File: config.mk
export PLATFORM = sky130hd
export DESIGN_NAME = ps2_key_decoder
export DESIGN_NICKNAME = d
export VERILOG_FILES = /design/src/rtl/ps2_key_pkg.sv /design/src/rtl/ps2_prefix_timer.sv /design/src/rtl/ps2_key_decoder.sv
export SDC_FILE = /design/constraint.sdc
export NUM_CORES = 1
export LEC_CHECK = 0
export BUFFER_PORTS_ARGS = -buffer_cell sky130_fd_sc_hd__buf_2
export CAP_MARGIN = 20
export CORE_MARGIN = 4
export CORE_UTILIZATION = 54
export DETAILED_ROUTE_END_ITERATION = 10
export PLACE_DENSITY = 0.83
export SYNTH_ARGS = -nofsm -noshare
export SYNTH_HDL_FRONTEND = slang
export SYNTH_SLANG_ARGS = --single-unit
File: constraint.sdc
create_clock -name clk -period 2.2 [get_ports clk]
set_clock_uncertainty 0.1 [all_clocks]
set_input_delay 0 -clock clk [delete_from_list [all_inputs] [get_ports clk]]
set_output_delay 0 -clock clk [all_outputs]
set_load 0.005 [all_outputs]
File: src/rtl/ps2_key_pkg.sv
// Shared definitions for the PS/2 keypad decoder: key codes, prefix bytes, scancode map.
// Latency: not applicable (types, constants and a pure function only).
// Backpressure: not applicable.
package ps2_key_pkg;

    // Decoded key value. KEY_NONE marks a scancode with no key assigned.
    typedef enum logic [3:0] {
        KEY_CLEAR = 4'd0,
        KEY_1     = 4'd1,
        KEY_2     = 4'd2,
        KEY_3     = 4'd3,
        KEY_4     = 4'd4,
        KEY_5     = 4'd5,
        KEY_6     = 4'd6,
        KEY_7     = 4'd7,
        KEY_8     = 4'd8,
        KEY_9     = 4'd9,
        KEY_ENTER = 4'd10,
        KEY_UP    = 4'd11,
        KEY_DOWN  = 4'd12,
        KEY_LEFT  = 4'd13,
        KEY_RIGHT = 4'd14,
        KEY_NONE  = 4'd15
    } key_t;

    localparam logic [7:0] SC_EXT = 8'hE0;
    localparam logic [7:0] SC_BRK = 8'hF0;

    // Map {extended flag, scancode byte} from scancode set 2 onto a key.
    function automatic key_t sc_to_key(input logic [8:0] code);
        key_t k;
        case (code)
            9'h016:                 k = KEY_1;
            9'h01E:                 k = KEY_2;
            9'h026:                 k = KEY_3;
            9'h025:                 k = KEY_4;
            9'h02E:                 k = KEY_5;
            9'h036:                 k = KEY_6;
            9'h03D:                 k = KEY_7;
            9'h03E:                 k = KEY_8;
            9'h046:                 k = KEY_9;
            9'h045, 9'h066, 9'h171: k = KEY_CLEAR;
            9'h05A:                 k = KEY_ENTER;
            9'h175:                 k = KEY_UP;
            9'h172:                 k = KEY_DOWN;
            9'h16B:                 k = KEY_LEFT;
            9'h174:                 k = KEY_RIGHT;
            default:                k = KEY_NONE;
        endcase
        return k;
    endfunction

endpackage

File: src/rtl/ps2_prefix_timer.sv
// Watchdog for the gap between a prefix byte and the byte that completes it.
// Latency: expired is combinational from the count; it is high on the edge the count reaches TIMEOUT_CYCLES-1.
// Backpressure: none; the counter saturates instead of wrapping and clears on clr or when not running.
module ps2_prefix_timer #(
    parameter int TIMEOUT_CYCLES = 2_000_000
) (
    input  logic clk,
    input  logic reset,
    input  logic run,
    input  logic clr,
    output logic expired
);

    localparam int             CW   = $clog2(TIMEOUT_CYCLES);
    localparam logic [CW-1:0]  LAST = CW'(TIMEOUT_CYCLES - 1);
    localparam logic [CW-1:0]  PRE  = CW'(TIMEOUT_CYCLES - 2);

    logic [CW-1:0] r_cnt;

    // Count idle cycles while a prefix is pending; hold at LAST rather than wrap.
    always_ff @(posedge clk) begin
        if (!reset || clr || !run) begin
            r_cnt <= '0;
        end else if (r_cnt != LAST) begin
            r_cnt <= r_cnt + CW'(1);
        end
    end

    // The edge on which the count steps onto LAST is the timeout edge.
    assign expired = run && (r_cnt >= PRE);

endmodule

File: src/rtl/ps2_key_decoder.sv
// Decodes PS/2 set-2 scancodes (E0/F0 prefixes) into keypad key presses; KEY_REPEAT_EN passes typematic repeats.
// Latency: key_valid/key_code/key_err are registered, one clock after the rx_ready strobe (or timeout edge).
// Backpressure: none; every rx_ready strobe is consumed, including back-to-back strobes.
module ps2_key_decoder
    import ps2_key_pkg::*;
#(
    parameter int TIMEOUT_CYCLES = 2_000_000
) (
    input  logic       clk,
    input  logic       reset,
    input  logic [7:0] rx_data,
    input  logic       rx_ready,
    output logic       key_valid,
    output logic [3:0] key_code,
    output logic       key_err
);

    typedef enum logic [1:0] {
        ST_IDLE    = 2'd0,
        ST_EXT     = 2'd1,
        ST_BRK     = 2'd2,
        ST_EXT_BRK = 2'd3
    } state_t;

    state_t       r_state;
    logic [8:0]   r_held;
    logic         r_key_valid;
    logic         r_key_err;
    key_t         r_key_code;

    logic         w_run;
    logic         w_expired;
    state_t       w_eff_state;
    logic         w_is_ext;
    logic         w_is_brk;
    logic         w_is_prefix;
    logic         w_ext;
    logic [8:0]   w_code;
    key_t         w_key;
    logic         w_mapped;
    logic         w_new;
    logic         w_make;
    logic         w_break;

    assign w_run = (r_state != ST_IDLE);

    ps2_prefix_timer #(
        .TIMEOUT_CYCLES (TIMEOUT_CYCLES)
    ) u_timer (
        .clk     (clk),
        .reset   (reset),
        .run     (w_run),
        .clr     (rx_ready),
        .expired (w_expired)
    );

    // A byte landing on the timeout edge is decoded as if the prefix had already expired.
    assign w_eff_state = w_expired ? ST_IDLE : r_state;

    assign w_is_ext    = (rx_data == SC_EXT);
    assign w_is_brk    = (rx_data == SC_BRK);
    assign w_is_prefix = w_is_ext || w_is_brk;
    assign w_ext       = (w_eff_state == ST_EXT) || (w_eff_state == ST_EXT_BRK);
    assign w_code      = {w_ext, rx_data};
    assign w_key       = sc_to_key(w_code);
    assign w_mapped    = (w_key != KEY_NONE);

`ifdef KEY_REPEAT_EN
    assign w_new = 1'b1;
`else
    // Typematic repeats of the key already held down are swallowed.
    assign w_new = (r_held != w_code);
`endif

    assign w_make  = rx_ready && !w_is_prefix && w_mapped &&
                     ((w_eff_state == ST_IDLE) || (w_eff_state == ST_EXT));
    assign w_break = rx_ready && !w_is_prefix &&
                     ((w_eff_state == ST_BRK) || (w_eff_state == ST_EXT_BRK));

    // Prefix-tracking FSM; also raises key_err on a bad prefix pair or a prefix timeout.
    always_ff @(posedge clk) begin
        if (!reset) begin
            r_state   <= ST_IDLE;
            r_key_err <= 1'b0;
        end else begin
            r_key_err <= 1'b0;
            if (rx_ready) begin
                case (w_eff_state)
                    ST_IDLE: begin
                        if (w_is_ext)      r_state <= ST_EXT;
                        else if (w_is_brk) r_state <= ST_BRK;
                        else               r_state <= ST_IDLE;
                    end
                    ST_EXT: begin
                        if (w_is_brk)      r_state <= ST_EXT_BRK;
                        else if (w_is_ext) r_state <= ST_EXT;
                        else               r_state <= ST_IDLE;
                    end
                    default: begin
                        r_state   <= ST_IDLE;
                        r_key_err <= w_is_prefix;
                    end
                endcase
            end else if (w_expired) begin
                r_state   <= ST_IDLE;
                r_key_err <= 1'b1;
            end
        end
    end

    // Track the held key and publish new presses.
    always_ff @(posedge clk) begin
        if (!reset) begin
            r_held      <= '0;
            r_key_valid <= 1'b0;
            r_key_code  <= KEY_NONE;
        end else begin
            r_key_valid <= 1'b0;
            if (w_make) begin
                r_held <= w_code;
                if (w_new) begin
                    r_key_valid <= 1'b1;
                    r_key_code  <= w_key;
                end
            end else if (w_break && (r_held == w_code)) begin
                r_held <= '0;
            end
        end
    end

    assign key_valid = r_key_valid;
    assign key_code  = r_key_code;
    assign key_err   = r_key_err;

endmodule
== Yosys cells after proc, flatten, opt, wreduce, memory -nomap -nowiden ==
Cells that the tools add are included.
Word-level totals
  flip-flop bits (word level): 38
  input bits: 11
  output and inout port bits: 6
  logic and storage cells: 70
Operators by class
  $add $sub $neg: 1
  $lt $le $gt $ge: 1
  equal/unequal tests: 26
  muxes and demuxes: 14
  reduce and logical (&&, ||, !) cells: 22
Operators with widths (count)
  4-bit case mux with 15 select lines: 1
  9-bit by 6-bit == test with 1-bit output (second input constant): 6
  9-bit == test (second input constant): 5
  9-bit by 7-bit == test with 1-bit output (second input constant): 4
  21-bit by 1-bit adder with 21-bit output (second input constant): 1
  21-bit >= comparator (second input constant): 1
  21-bit inequality test (second input constant): 1
  9-bit by 5-bit == test with 1-bit output (second input constant): 2
  9-bit two-way mux: 2
  8-bit == test (second input constant): 2
  2-bit two-way mux: 5
  9-bit == test: 1
  9-bit inequality test: 1
  1-bit logical AND: 6
  1-bit logical OR: 6
  1-bit two-way mux: 5
  2-bit == test (second input constant): 2
  4-bit inequality test (second input constant): 1
  2-bit case mux with 2 select lines: 1
  2-bit AND reduction: 2
  2-bit nonzero test: 2
  1-bit logical NOT: 3
  3-bit OR reduction: 1
  2-bit by 1-bit == test with 1-bit output (second input constant): 1
  2 further kinds: 2

== Longest topological paths before layout ==
  word-level depth: 12
  gate-level depth with buffers: 11
  depth with buffers taken out: 9

== Hierarchy ==
From an unflattened synthesis, not the netlist that was laid out.
Unflattened totals
  cells, all modules: 290
  area, all modules: 2376.0 um^2
Modules (own cells, without submodules)
  ps2_key_decoder: instances 1, cells an instance 145, area each 1213.7 um^2
  ps2_prefix_timer: instances 1, cells an instance 145, area each 1162.4 um^2

== Worst setup path before layout ==
Ideal clock, no wire load.
  path type: reg2reg
  start: reg u_timer.r_cnt[0]
  end: reg r_held[0]
  setup time: 117 ps
  data arrival time: 2019 ps
  required time: 1983 ps
  path slack: -36 ps
  cell stages (with the launch flop): 11
  buffers on the path: 2
  cells stage by stage: dfxtp_1 > inv_1 > ha_1 > nor2_1 > nor4_4 > a211o_1 > buf_6 > a31o_4 > o2111a_2 > buf_8 > a32o_2
Between the ends
  word-level cells in the longest chain between the ends: 12
  elaborated cells between the ends (all ways): 37
Ends and longest elaborated chain
  start: declaration: line ps2_prefix_timer.sv:18  | logic [CW-1:0] r_cnt;
  start signal: assignment: line ps2_prefix_timer.sv:25  | r_cnt <= r_cnt + CW'(1);
  21-bit >= comparator (*): line ps2_prefix_timer.sv:30  | assign expired = run && (r_cnt >= PRE);
  1-bit logical AND (*): line ps2_prefix_timer.sv:30
  2-bit two-way mux (*)
  2-bit by 1-bit == test with 1-bit output / 2-bit == test (equally long branches): line ps2_key_decoder.sv:63, ps2_key_decoder.sv:76, ps2_key_decoder.sv:78
  1-bit logical OR: line ps2_key_decoder.sv:63  | assign w_ext = (w_eff_state == ST_EXT) || (w_eff_state == ST_EXT_BRK);
  9-bit by 7-bit == test with 1-bit output / 9-bit == test (equally long branches): line ps2_key_pkg.sv:32  | case (code)
  3-bit OR reduction: line ps2_key_pkg.sv:32
  4-bit case mux with 15 select lines: line ps2_key_pkg.sv:32
  4-bit inequality test: line ps2_key_decoder.sv:66  | assign w_mapped = (w_key != KEY_NONE);
  1-bit logical AND (2 in series): line ps2_key_decoder.sv:75  | assign w_make = rx_ready && !w_is_prefix && w_mapped &&
  9-bit two-way mux / 2-bit nonzero test (equally long branches)
  end signal: assignment: line ps2_key_decoder.sv:120  | r_held <= w_code;
  end: declaration: line ps2_key_decoder.sv:26  | logic [8:0] r_held;
Every way passes the cells marked *; elsewhere a longest branch is shown, timed or not.
A chain may end at the register's enable or synchronous reset.

== Worst setup path after layout ==
  start: reg u_timer.r_cnt[13]
  end: reg r_held[8]
The elaborated chain is that of the path after synthesis.

==> flow_summary.toml <==
[outcome]
run_status = "finished with violations"
failed_checks = "negative setup slack"

[pwr]
p_per_area_mw_per_mm2 = 474
internal_power_mw = 1.02
p_sw_mw = 0.335
p_comb_share_pct = 12.0
switching_share_pct = 24.7
power_frac_clock_pct = 36.2
power.total_mw = 1.35
power_leakage_nw = 1.07
power_frac_seq_pct = 51.8
irDropWorstVdd_uv = 345

[sta]
hold_violations = 0
finalMaxSlewViolations = 0
clock.fmax_ghz = 0.450
maxSlewHeadroom_pct = 73.2
tightest_slew_ns = 0.392
fin_ws_ns = -0.0226
period_minus_slack_ns = 2.22
rsz0062_at_grt = "yes"
finalCritPeriodShare_pct = 101
setup_viol = 1
holdWs_ns = 0.0319

[setup_path]
r2r_start = "u_timer.r_cnt[13]$_SDFFE_PP0P_"
cp_num_buf_inv = 1
crit_cells = 7
crit_slowest_cell = "dfxtp_2"
crit_arrival_ns = 2.30
timing.rr.end = "r_held[8]$_SDFFE_PN0P_"
start_kind = "flop"
cp_slowest_stage_delay_ns = 0.34
rr_worst_depth = 7
endpoint = "r_held[8]$_SDFFE_PN0P_"
crit_type = "flop to flop"
critPathLaunch = "u_timer.r_cnt[13]$_SDFFE_PP0P_"
crit_family = "compound AO/OA/AOI/OAI gates"
path_cells = "nor4_4, a311oi_2, a211o_4, a31o_4, o2111a_2, buf_12, a32o_2"
end_kind = "flop"
reg2reg_slack_ns = -0.02
cp.required_ns = 2.28
worstPathMaxFanout = 8

[floorplanning]
core_mm2 = 0.00409
num_rows = 23
start_util_pct = 57.3
io_pins = 17
die_y_um = 73.9
die_x_um = 73.9
dieArea_mm2 = 0.00546

[global_route]
grt_use_met2_pct = 37.8
antenna_found_initial = 0
grt_max_degree = 22
use_met3_pct = 4.92
track_usage_pct = 21.4
grt-ovfl-total = 0
use_met1_pct = 24.1
grt_pass1_vias = 2129
grt_pass1_wl_um = 9160
busiest_layer = "met2"

[drt]
drt-total-wl_um = 5470
drc_errors = 0
drt-initial-drc-count = 145
vias = 2120
via_per_inst = 5.71
firstDrtPassIters = 4
ant_nets = 0
wl_per_cell_um = 14.7

[final_layout]
drive_above_1_share_pct = 29.9
regArea_um2 = 764
area_growth_pct = 21.8
multiInputGateArea_mm2 = 0.00153
final_cells = 371
insertedDiodeCount = 0
nNetsFinal = 333
utilization_pct = 69.8
nFillCells = 324

[clock_network]
cts_sinks = 38
clock_latency_ns = 0.29
clkTransAtPathRegs_ns = 0.07
cts_tree = "done"
root_buffer = "clkbuf_8"
cts_buffers = 5
clock_path_buffers = 2
htreeDepth = 2

[logic_synthesis]
syn_avg_cell_area_um2 = 8.43
synth_cells = 278
synth_top_area_share_pct = 32.5
synth_ff_type = "dfxtp_1"
synthMuxAreaShare_pct = 1.76
netlist.top_cell.by_area = "dfxtp_1"
synth_cell_types = 65
syn_nets = 291
netlist_area_mm2 = 0.00234
synthAdderAreaFrac_pct = 1.07
synthTopCellsByArea = "dfxtp_1, xnor2_1, nor2_1"
synth-seq-cells = 38
synth_seq_area_share_pct = 32.5
synth_simple_gate_area_share_pct = 29.4
synth_edf_count = 0
yosysWarningCount = 0
synth_compound_area_share_pct = 17.5
async_flop_share_pct = 0
post_synth_xor_area_fraction_pct = 11.6
synth_top_family_by_area = "simple AND/OR/NAND/NOR gates"

[placement]
dp.cells = 358
pre_cts_slack_ns = -0.172
io_buffers = 16
dp_hpwl_um = 3770
gp_congestion = 0.908

[worst_hold_path]
min_path_type = "input port to flop"

[run]
drv_cap = 0
## sequential cells by signal (all words and copies together) (netlist names)
register / flops
r_state: 2
key_err: 1
r_held: 9
key_code: 4
key_valid: 1
u_timer.r_cnt: 21
## metrics by stage
| step | setup TNS, ns | cell area, um^2 |
|---|---|---|
| after global placement | -0.725 | 2630 |
| after detailed placement | -2.17 | 2630 |
| after global routing | -1.29 | 2850 |
| after floorplan | 0 | 2350 |
| after CTS | -0.0268 | 2780 |
| final | -0.0226 | 2850 |
## cell type report
cell class | instances | area share [%]
clock buffer | 7 | 3.03
timing repair buffer | 52 | 13.0
sequential | 38 | 26.8
tap | 50 | 2.19
clock inverter | 1 | 0.175
multi-input combinational | 213 | 53.5
inverter | 10 | 1.32
## synthesized netlist by cell type (2+ instances only)
cell and instances:
buf_4 2, mux2i_1 3, ha_1 2, o21bai_1 2, and2_1 5, nor3_1 6, dfxtp_1 38, or3b_2 3
o21ai_0 8, nor4_1 5, a32o_2 8, a211oi_1 3, a21oi_1 6, a2111oi_0 2, clkbuf_1 8, nand2b_1 5
o211ai_1 2, a22oi_1 2, and3_1 3, buf_6 2, nor2_1 38, nand3_1 11, inv_1 10, nand2_1 18
nand3b_1 2, nand4_1 9, a31oi_1 4, xor2_1 12, nor2b_1 2, buf_2 3, o2bb2ai_1 2, xnor2_1 19
## worst register-to-register path, stage by stage, from the launching register on
cell      delay [ns]
dfxtp_2         0.34
nor4_4          0.33
a311oi_2        0.17
a211o_4         0.34
a31o_4          0.24
o2111a_2        0.18
buf_12          0.15
a32o_2          0.26
## per-layer routing
layer | wire length [um] | vias up
met5 | 0 | -
met3 | 214 | 14
li1 | - | 1083
met2 | 2780 | 39
met1 | 2360 | 984
met4 | 119 | 0
## power groups by stage
| stage | clock network, mW | registers, mW | logic, mW |
|---|---|---|---|
| floorplan | 0 | 0.716 | 0.110 |
| global placement | 0 | 0.716 | 0.143 |
| detailed placement | 0 | 0.716 | 0.147 |
| CTS | 0.507 | 0.700 | 0.152 |
| global route | 0.531 | 0.701 | 0.177 |
| finish | 0.490 | 0.701 | 0.162 |
## how the worst min path moves through the flow
stage | start | to | cells past startpoint
CTS | rx_data[6] | r_held[6]$_SDFFE_PN0P_ | 2
finish | reset | key_err$_SDFF_PN0_ | 2
detailed placement | rx_ready | key_err$_SDFF_PN0_ | 4
floorplan | rx_ready | key_err$_SDFF_PN0_ | 3
global route | reset | key_err$_SDFF_PN0_ | 2
global placement | rx_ready | key_err$_SDFF_PN0_ | 4
## layout by cell type (no fill, tap or decap), drive strengths merged, types with 2 or more instances in the layout
cell	n
or3b	4
xnor2	19
nand2	19
and3	4
xor2	12
a211oi	3
o211ai	3
nand3b	2
a32o	8
a22oi	2
dfxtp	38
a2111oi	2
mux2i	3
inv	10
o2bb2ai	2
a21oi	7
nand3	11
or3	2
nor2b	2
and2	6
buf	50
o21ai	9
ha	2
o21bai	2
nor3	6
nand2b	5
nor3b	2
clkbuf	7
a31oi	4
nor4	6
dlygate4sd3	2
nor2	39
nand4	10
## cell families (layout without fill, tap and decap cells)
group,count (synthesis),count (layout)
fa+ha+maj,2,2
compound gates,52,52
buf+inv,27,70
flops,38,38
xor+xnor,31,31
simple gates,124,124
mux,4,4
## what timing repair did
action	CTS	global route
endpoints found under the setup margin	14	19
pin swaps	8	10
hold endpoints to repair	4	0
hold buffers	2	0
cloned	0	0
resized for setup	7	13
setup buffers	1	2
Note: power is estimated with default switching activity, not from simulation.
